**config.mk**
```make
export PLATFORM = sky130hd
export DESIGN_NAME = alu_result_stage
export DESIGN_NICKNAME = d
export VERILOG_FILES = /design/src/rtl/alu_pkg.sv /design/src/rtl/pipe_skid_buf.sv /design/src/rtl/alu_result_stage.sv
export SDC_FILE = /design/constraint.sdc
export NUM_CORES = 1
export LEC_CHECK = 0
export CAP_MARGIN = 30
export CELL_PAD_IN_SITES_DETAIL_PLACEMENT = 0
export CELL_PAD_IN_SITES_GLOBAL_PLACEMENT = 1
export CORE_ASPECT_RATIO = 1.5
export CORE_MARGIN = 8
export CORE_UTILIZATION = 25
export DETAILED_ROUTE_END_ITERATION = 6
export PLACE_DENSITY_LB_ADDON = 0.1
export REMOVE_ABC_BUFFERS = 1
export SYNTH_ARGS = -nofsm -noshare
export SYNTH_HDL_FRONTEND = slang
export SYNTH_SLANG_ARGS = --single-unit
```
**constraint.sdc**
```tcl
create_clock -name clk -period 7.4 [get_ports clk]
set_input_delay 0.74 -clock clk [delete_from_list [all_inputs] [get_ports clk]]
set_output_delay 0.74 -clock clk [all_outputs]
set_load 0.02 [all_outputs]
```
**src/rtl/alu_pkg.sv**
```systemverilog
// Shared definitions for the ALU result stage: default widths, FSM state encoding
// and the buffered payload layout (result, regwrite, rd, pc; MSB first).
package alu_pkg;

  localparam int ALU_DATA_W = 32;
  localparam int ALU_RD_W   = 5;
  localparam int ALU_PC_W   = 32;

  typedef enum logic [1:0] {
    ST_EMPTY = 2'd0,
    ST_ONE   = 2'd1,
    ST_FULL  = 2'd2,
    ST_TRAP  = 2'd3
  } state_t;

  typedef struct packed {
    logic [ALU_DATA_W-1:0] result;
    logic                  regwrite;
    logic [ALU_RD_W-1:0]   rd;
    logic [ALU_PC_W-1:0]   pc;
  } payload_t;

  localparam int PAYLOAD_W = $bits(payload_t);

endpackage

```
**src/rtl/pipe_skid_buf.sv**
```systemverilog
// Two-entry FIFO payload buffer with valid/ready style push/pop and a synchronous flush.
// The head slot is never written while it is visible, so a stalled head stays stable.
module pipe_skid_buf #(
  parameter int W = 8
) (
  input  logic         clk,
  input  logic         rst_n,
  input  logic         i_flush,
  input  logic         i_push,
  input  logic [W-1:0] i_data,
  input  logic         i_pop,
  output logic         o_valid,
  output logic [W-1:0] o_data
);

  logic [W-1:0] r_mem [2];
  logic         r_rd_ptr;
  logic         r_wr_ptr;
  logic [1:0]   r_count;
  logic         w_push;
  logic         w_pop;

  assign w_pop  = i_pop && (r_count != 2'd0);
  assign w_push = i_push && ((r_count != 2'd2) || w_pop);

  always_ff @(posedge clk) begin
    if (!rst_n) begin
      for (int i = 0; i < 2; i++) r_mem[i] <= '0;
      r_rd_ptr <= 1'b0;
      r_wr_ptr <= 1'b0;
      r_count  <= 2'd0;
    end else if (i_flush) begin
      // Payload slots keep stale data; they are invisible once the count is zero.
      r_rd_ptr <= 1'b0;
      r_wr_ptr <= 1'b0;
      r_count  <= 2'd0;
    end else begin
      if (w_push) begin
        r_mem[r_wr_ptr] <= i_data;
        r_wr_ptr        <= ~r_wr_ptr;
      end
      if (w_pop) r_rd_ptr <= ~r_rd_ptr;
      case ({w_push, w_pop})
        2'b10:   r_count <= r_count + 2'd1;
        2'b01:   r_count <= r_count - 2'd1;
        default: r_count <= r_count;
      endcase
    end
  end

  assign o_valid = (r_count != 2'd0);
  assign o_data  = r_mem[r_rd_ptr];

endmodule

```
**src/rtl/alu_result_stage.sv**
```systemverilog
// Execute-stage output register: 2-entry skid buffer toward MEM plus an optional precise
// overflow trap (TRAP state, exc_valid pulse, epc) built only when ALU_OVF_TRAP_EN is defined.
module alu_result_stage
  import alu_pkg::*;
#(
  parameter int DATA_W = ALU_DATA_W,
  parameter int RD_W   = ALU_RD_W,
  parameter int PC_W   = ALU_PC_W
) (
  input  logic              clk,
  input  logic              rst_n,
  input  logic              in_valid,
  output logic              in_ready,
  input  logic [DATA_W-1:0] in_result,
  input  logic              in_ovf,
  input  logic              in_trap_op,
  input  logic              in_regwrite,
  input  logic [RD_W-1:0]   in_rd,
  input  logic [PC_W-1:0]   in_pc,
  input  logic              flush,
  output logic              out_valid,
  input  logic              out_ready,
  output logic [DATA_W-1:0] out_result,
  output logic              out_regwrite,
  output logic [RD_W-1:0]   out_rd,
  output logic [PC_W-1:0]   out_pc,
  output logic              exc_valid,
  output logic [PC_W-1:0]   epc,
  output state_t            o_dbg_state
);

  localparam int ENTRY_W = DATA_W + 1 + RD_W + PC_W;

  state_t             r_state;
  logic               r_in_ready;
  logic               w_acc;
  logic               w_rel;
  logic               w_push;
  logic               w_trap_acc;
  logic               w_out_valid;
  logic               w_entry_regwrite;
  logic [ENTRY_W-1:0] w_entry_in;
  logic [ENTRY_W-1:0] w_entry_out;

  // Handshake: a beat transfers on a rising edge where valid and ready are both 1;
  // valid never waits on ready, and in_ready comes straight from a register.
  assign w_acc  = in_valid && r_in_ready;
  assign w_rel  = w_out_valid && out_ready;
  assign w_push = w_acc && (r_state != ST_TRAP);

`ifdef ALU_OVF_TRAP_EN
  logic            r_exc_valid;
  logic [PC_W-1:0] r_epc;

  assign w_trap_acc = w_acc && in_ovf && in_trap_op && (r_state != ST_TRAP) && !flush;
  assign exc_valid  = r_exc_valid;
  assign epc        = r_epc;
`else
  logic w_unused_trap_inputs;

  assign w_unused_trap_inputs = in_ovf ^ in_trap_op;
  assign w_trap_acc           = 1'b0;
  assign exc_valid            = 1'b0;
  assign epc                  = '0;
`endif

  // A trapped instruction still flows to MEM, but must not write back.
  assign w_entry_regwrite = in_regwrite && !w_trap_acc;
  assign w_entry_in       = {in_result, w_entry_regwrite, in_rd, in_pc};

  pipe_skid_buf #(
    .W(ENTRY_W)
  ) u_skid (
    .clk     (clk),
    .rst_n   (rst_n),
    .i_flush (flush),
    .i_push  (w_push),
    .i_data  (w_entry_in),
    .i_pop   (w_rel),
    .o_valid (w_out_valid),
    .o_data  (w_entry_out)
  );

  always_ff @(posedge clk) begin
    if (!rst_n) begin
      r_state    <= ST_EMPTY;
      r_in_ready <= 1'b1;
`ifdef ALU_OVF_TRAP_EN
      r_exc_valid <= 1'b0;
      r_epc       <= '0;
`endif
    end else begin
`ifdef ALU_OVF_TRAP_EN
      r_exc_valid <= 1'b0;
`endif
      if (flush) begin
        r_state    <= ST_EMPTY;
        r_in_ready <= 1'b1;
      end else if (r_state == ST_TRAP) begin
        // Sink mode: keep accepting so upstream drains, but nothing is pushed.
        r_in_ready <= 1'b1;
      end else if (w_trap_acc) begin
        r_state    <= ST_TRAP;
        r_in_ready <= 1'b1;
`ifdef ALU_OVF_TRAP_EN
        r_exc_valid <= 1'b1;
        r_epc       <= in_pc;
`endif
      end else begin
        case (r_state)
          ST_EMPTY: begin
            if (w_acc) r_state <= ST_ONE;
          end
          ST_ONE: begin
            if (w_acc && !w_rel) begin
              r_state    <= ST_FULL;
              r_in_ready <= 1'b0;
            end else if (w_rel && !w_acc) begin
              r_state <= ST_EMPTY;
            end
          end
          ST_FULL: begin
            if (w_rel) begin
              r_state    <= ST_ONE;
              r_in_ready <= 1'b1;
            end
          end
          default: begin
            r_state    <= ST_EMPTY;
            r_in_ready <= 1'b1;
          end
        endcase
      end
    end
  end

  assign in_ready    = r_in_ready;
  assign out_valid   = w_out_valid;
  assign o_dbg_state = r_state;
  assign {out_result, out_regwrite, out_rd, out_pc} = w_entry_out;

endmodule

```
==> impl_metrics.toml, run 1 <==
[timing]
hold_violations = 0
worst_slew_pin_slew_ns = 0.894
rsz0062_at_grt = "false"
hold_slack_ns = 0.518
fmax_mhz = 317
finClkSkew_ns = 0.00889
min_period_ns = 3.16
slew_violations = 0
setup_viol = 0
max_slew_margin_pct = 40.4
period_share_pct = 42.7
finalSetupTns_ns = 0

[worst_setup_path]
worst-r2r-cell-count = 6
rr_endpoint = "u_skid.r_mem[1][16]"
crit_family = "buffers and inverters"
crit_fanout = 39
crit_path_top_delay_cell = "clkdlybuf4s50_1"
critPathBufInv = 4
cp.required_ns = 7.50
critical_path_class = "in -> reg"
critPathArrivalTime_ns = 3.26
slowest_delay_ns = 0.48
start_kind = "input port"
r2r_start = "u_skid.r_count[1]"
r2r_setup_slack_ns = 4.60
critPathCaptureType = "flop"
path_depth = 7
crit_chain = "clkdlybuf4s50_1 > or3b_4 > buf_12 > nand3_1 > o21ai_4 > buf_4 > buf_16"

[routing]
firstDrtPassIters = 5
avgRoutedWirePerCell_microns = 17.2
dr.first_iter.drc_count = 217
routed_wirelength_microns = 17600
vias = 4293
via_per_inst = 4.19
ant_nets = 0
drc = 0

[finish]
fin_util_pct = 34.2
finalNetCount = 753
drive_gt1_share_pct = 18.6
antenna_cells = 0
final_cell_mix = "clkdlybuf4s50_1, edfxtp_1, nor2_1"
area_growth_pct = 35.6
final_common_cell = "clkdlybuf4s50_1"

[min_path]
whs_path_depth = 2
hp-start = "u_skid.r_rd_ptr"
min_to = "u_skid.r_rd_ptr"
hp-class = "reg -> reg"

[power]
powerDensity_mw_per_mm2 = 233
ir_worst_vdd_mv = 0.149
leakage_nw = 3.46

[clock_tree]
hold_buffers = 0
clock_latency_ns = 0.42
numCtsBuffers = 17
cts_htree_levels = 4
path_clk_slew_ns = 0.06
cts.path.max_buffers = 2
cts_root_buf = "clkbuf_16"
cts.sink_count = 148
cts_tree = "yes"
cts_resized = 0
postCtsSetupRepairBufs = 0

[floorplanning]
coreArea_sq_mm = 0.0263
ios = 184
start_util_pct = 25.2
die_area_sq_mm = 0.0321
fp-row-count = 73
fp.dieW_microns = 149
chipHeight_microns = 216

[logic_synthesis]
synth_edf_count = 140
netlist_area_sq_mm = 0.00664
synth_area_per_cell_sq_um = 12.5
seq_area_frac_synth_pct = 65.7
synth.distinct_cells = 30
syn_inst = 531
ys.flop_type = "edfxtp_1"
synth_async_sr_flop_share_pct = 0
yosysWarnings = 0
synth_seq_cells = 148

[global_route]
grt-ovfl-total = 0
antenna_found_initial = 0
grt_max_degree = 71
first_global_vias = 4812
grtUsageTotal_pct = 11.3
grt_pass1_wl_microns = 27000

[outcome]
status = "complete, no violations"

[place]
port_buffers = 148
hpwlAfterDp_microns = 11200
gp_congestion = 0.726

[job]
cap_violations = 0
-- cells by family after synthesis --
logic type,count (synthesis),share of synthesized area (%)
AO/OA/AOI/OAI,12,1.06
XOR/XNOR,3,0.396
adder cells (fa/ha/maj),2,0.377
buffers and inverters,67,6.56
flip-flops,148,65.7
multiplexers,71,12.0
other,1,0.0565
AND/OR/NAND/NOR,227,13.8
-- where the power goes --
group / internal, mW / switching (mW)
combinational: 0.122 / 0.139
clock: 0.526 / 0.336
sequential: 0.960 / 0.0122
total: 1.61 / 0.488
-- per-layer routing --
layer / track usage (%) / part of all wire (%) / vias to the layer above
met5: 0 / 0 / -
met2: 20.9 / 56 / 98
li1: - / - / 2043
met3: 3.35 / 4.8 / 13
met4: 4.05 / 1.2 / 0
met1: 11.7 / 38 / 2139
-- cell type report --
| type | instances | area [sq um] |
|---|---|---|
| Clock buffer | 17 | 425 |
| Clock inverter | 15 | 164 |
| Fill cell | 2703 | 17300 |
| Inverter | 3 | 11.3 |
| Multi-Input combinational cell | 348 | 1990 |
| Sequential cell | 148 | 4370 |
| Tap cell | 337 | 422 |
| Timing Repair Buffer | 156 | 1630 |
-- worst register-to-register path, cell delays in order (launching register included) --
cell	delay (ns)
dfxtp_1	0.33
or3b_4	0.55
buf_12	0.28
nand3_1	0.31
o21ai_4	0.22
buf_4	0.46
buf_16	0.31
-- cell usage after synthesis (2+ instances only) --
library cell	number	area share, %
dfxtp_1	8	2.4
o21ai_0	6	0.45
edfxtp_1	140	63
a21oi_1	3	0.23
clkbuf_1	19	1.1
buf_1	4	0.23
nor2_2	13	1.2
buf_6	8	1.4
ha_1	2	0.38
xnor2_1	2	0.26
nand2_1	74	4.2
buf_4	33	3.7
inv_1	3	0.17
nor2_1	130	7.4
mux2_2	70	12
or3b_1	2	0.26
-- registers in the layout, summed over array words and instances, names as in the netlist, named ones only --
name / count
u_skid.r_mem: 140
o_dbg_state: 2
u_skid.r_count: 2
in_ready: 1
u_skid.r_rd_ptr: 1
u_skid.r_wr_ptr: 1
-- through the flow --
| stage | cells | cell area, sq um | total power, mW | worst slack [ns] |
|---|---|---|---|---|
| 3_5_place_dp | 992 | 8410 | 1.26 | 3.69 |
| 2_1_floorplan | 499 | 6330 | 1.13 | 0.0168 |
| 6_report | 1024 | 9000 | 2.10 | 4.24 |
| 3_3_place_gp | 987 | 8290 | 1.25 | 3.17 |
| 4_1_cts | 1024 | 9000 | 2.13 | 4.14 |
| 5_1_grt | 1024 | 9000 | 2.17 | 4.01 |
-- worst max path at each step --
stage	start	endpoint
floorplan	out_ready	u_skid.r_mem[0][0]
global placement	out_ready	u_skid.r_mem[0][8]
detailed placement	out_ready	u_skid.r_mem[1][17]
CTS	out_ready	u_skid.r_mem[1][16]
global route	out_ready	u_skid.r_mem[0][23]
finish	out_ready	u_skid.r_mem[1][16]
(Power assumes the default switching activity.)
==> run 2: changes to the inputs <==
clock period = 2.94 ns   (was 7.4 ns; I/O delays follow)
==> impl_metrics.toml, run 2 (synthesis gave the netlist of run 1 again) <==
[worst_setup_path]
worst-r2r-cell-count = 5
r2r_start = "u_skid.r_count[0]"
crit_family = "buffers and inverters"
crit_path_top_delay_cell = "clkdlybuf4s50_1"
slowest_delay_ns = 0.54
critPathBufInv = 2
rr_endpoint = "u_skid.r_count[1]"
critical_path_class = "reg -> out"
critPathArrivalTime_ns = 2.20
critPathCaptureType = "output port"
crit_fanout = 22
start_kind = "flop"
cp.required_ns = 2.65
r2r_setup_slack_ns = 1.01
crit_chain = "buf_4 > mux2_2 > clkdlybuf4s50_1"

[clock_tree]
numCtsBuffers = 17
path_clk_slew_ns = 0.06
cts.sink_count = 148
cts.path.max_buffers = 2
cts_resized = 0
postCtsSetupRepairBufs = 0
cts_htree_levels = 4
cts_root_buf = "clkbuf_16"
cts_tree = "yes"
hold_buffers = 0
clock_latency_ns = 0.42

[floorplanning]
chipHeight_microns = 216
ios = 184
start_util_pct = 25.2
coreArea_sq_mm = 0.0263
fp.dieW_microns = 149
die_area_sq_mm = 0.0321
fp-row-count = 73

[finish]
final_cell_mix = "clkdlybuf4s50_1, edfxtp_1, nor2_1"
drive_gt1_share_pct = 18.4
final_common_cell = "clkdlybuf4s50_1"
largest_reg_flops = 140
stdcell_area_sq_mm = 0.00898
antenna_cells = 0
regMostFlops = "u_skid.r_mem"
finalNetCount = 755
area_growth_pct = 35.2

[timing]
slew_violations = 0
finalSetupTns_ns = 0
worst_slack_ns = 0.443
period_share_pct = 84.9
fmax_mhz = 401
finClkSkew_ns = 0.00742
rsz0062_at_grt = "false"
max_slew_margin_pct = 42.1
setup_viol = 0
hold_violations = 0
min_period_ns = 2.50
worst_slew_pin_slew_ns = 0.869

[routing]
avgRoutedWirePerCell_microns = 17.4
vias = 4256
dr.first_iter.drc_count = 198
via_per_inst = 4.15
firstDrtPassIters = 4
routed_wirelength_microns = 17800
drc = 0
ant_nets = 0

[power]
ir_worst_vdd_mv = 0.355
leakage_nw = 3.44
powerDensity_mw_per_mm2 = 585

[job]
cap_violations = 0

[place]
port_buffers = 148
hpwlAfterDp_microns = 11200
gp_congestion = 0.647
dp_slack_ns = 0.545
placed_area_sq_mm = 0.00839

[global_route]
grt_max_degree = 71
antenna_found_initial = 0
first_global_vias = 4921
grt-ovfl-total = 0
grt_pass1_wl_microns = 27600
grtUsageTotal_pct = 11.5

[min_path]
min_to = "u_skid.r_count[1]"
whs_path_depth = 2
hp-class = "reg -> reg"
hp-start = "u_skid.r_count[1]"

[outcome]
status = "complete, no violations"
-- run 2: worst max path at each step --
| stage | from | endpoint | slack [ns] | depth (start not counted) |
|---|---|---|---|---|
| after global routing | flop | out_pc[23] | 0.33 | 3 |
| after floorplan | u_skid.r_count[0] | u_skid.r_mem[0][0] | -4.11 | 3 |
| after detailed placement | rst_n | u_skid.r_mem[0][56] | 0.55 | 5 |
| after global placement | rst_n | u_skid.r_mem[1][52] | 0.57 | 5 |
| after CTS | flop | out_pc[26] | 0.37 | 3 |
| final | flop | out_pc[26] | 0.44 | 3 |
-- run 2: tightest hold or removal path, stage by stage (launching register included) --
cell and delay (ns):
dfxtp_1 0.33, o21ai_0 0.07, a21oi_1 0.06
-- run 2: metrics by stage --
step                hold WS (ns)  utilization (%)  std cells  power, mW
global placement           0.506             31.9        994       3.15
floorplan                  0.442                -        499       2.83
global route               0.528             34.1       1026       5.46
CTS                        0.511             34.1       1026       5.33
finish                     0.509             34.1       1026       5.25
detailed placement         0.497             31.9        994       3.16
-- run 2: area by class of cell --
type	instances	area (sq um)
Clock buffer	23	478
Clock inverter	9	105
Fill cell	2673	17300
Inverter	3	11.3
Multi-Input combinational cell	348	1990
Sequential cell	148	4370
Tap cell	337	422
Timing Repair Buffer	158	1610
-- run 2: layer usage --
layer / routed length [microns] / global-route usage [%] / vias up
met5: 0 / 0 / -
met4: 213 / 4.15 / 0
met3: 857 / 3.50 / 13
met2: 9990 / 21.8 / 93
met1: 6780 / 11.3 / 2104
li1: - / - / 2046
-- run 2: where the power goes --
group / leakage, nW / internal, mW / total, mW / switching, mW
Combinational: 1.65 / 0.304 / 0.655 / 0.351
Clock: 0.277 / 1.31 / 2.15 / 0.836
Sequential: 1.52 / 2.42 / 2.44 / 0.0284
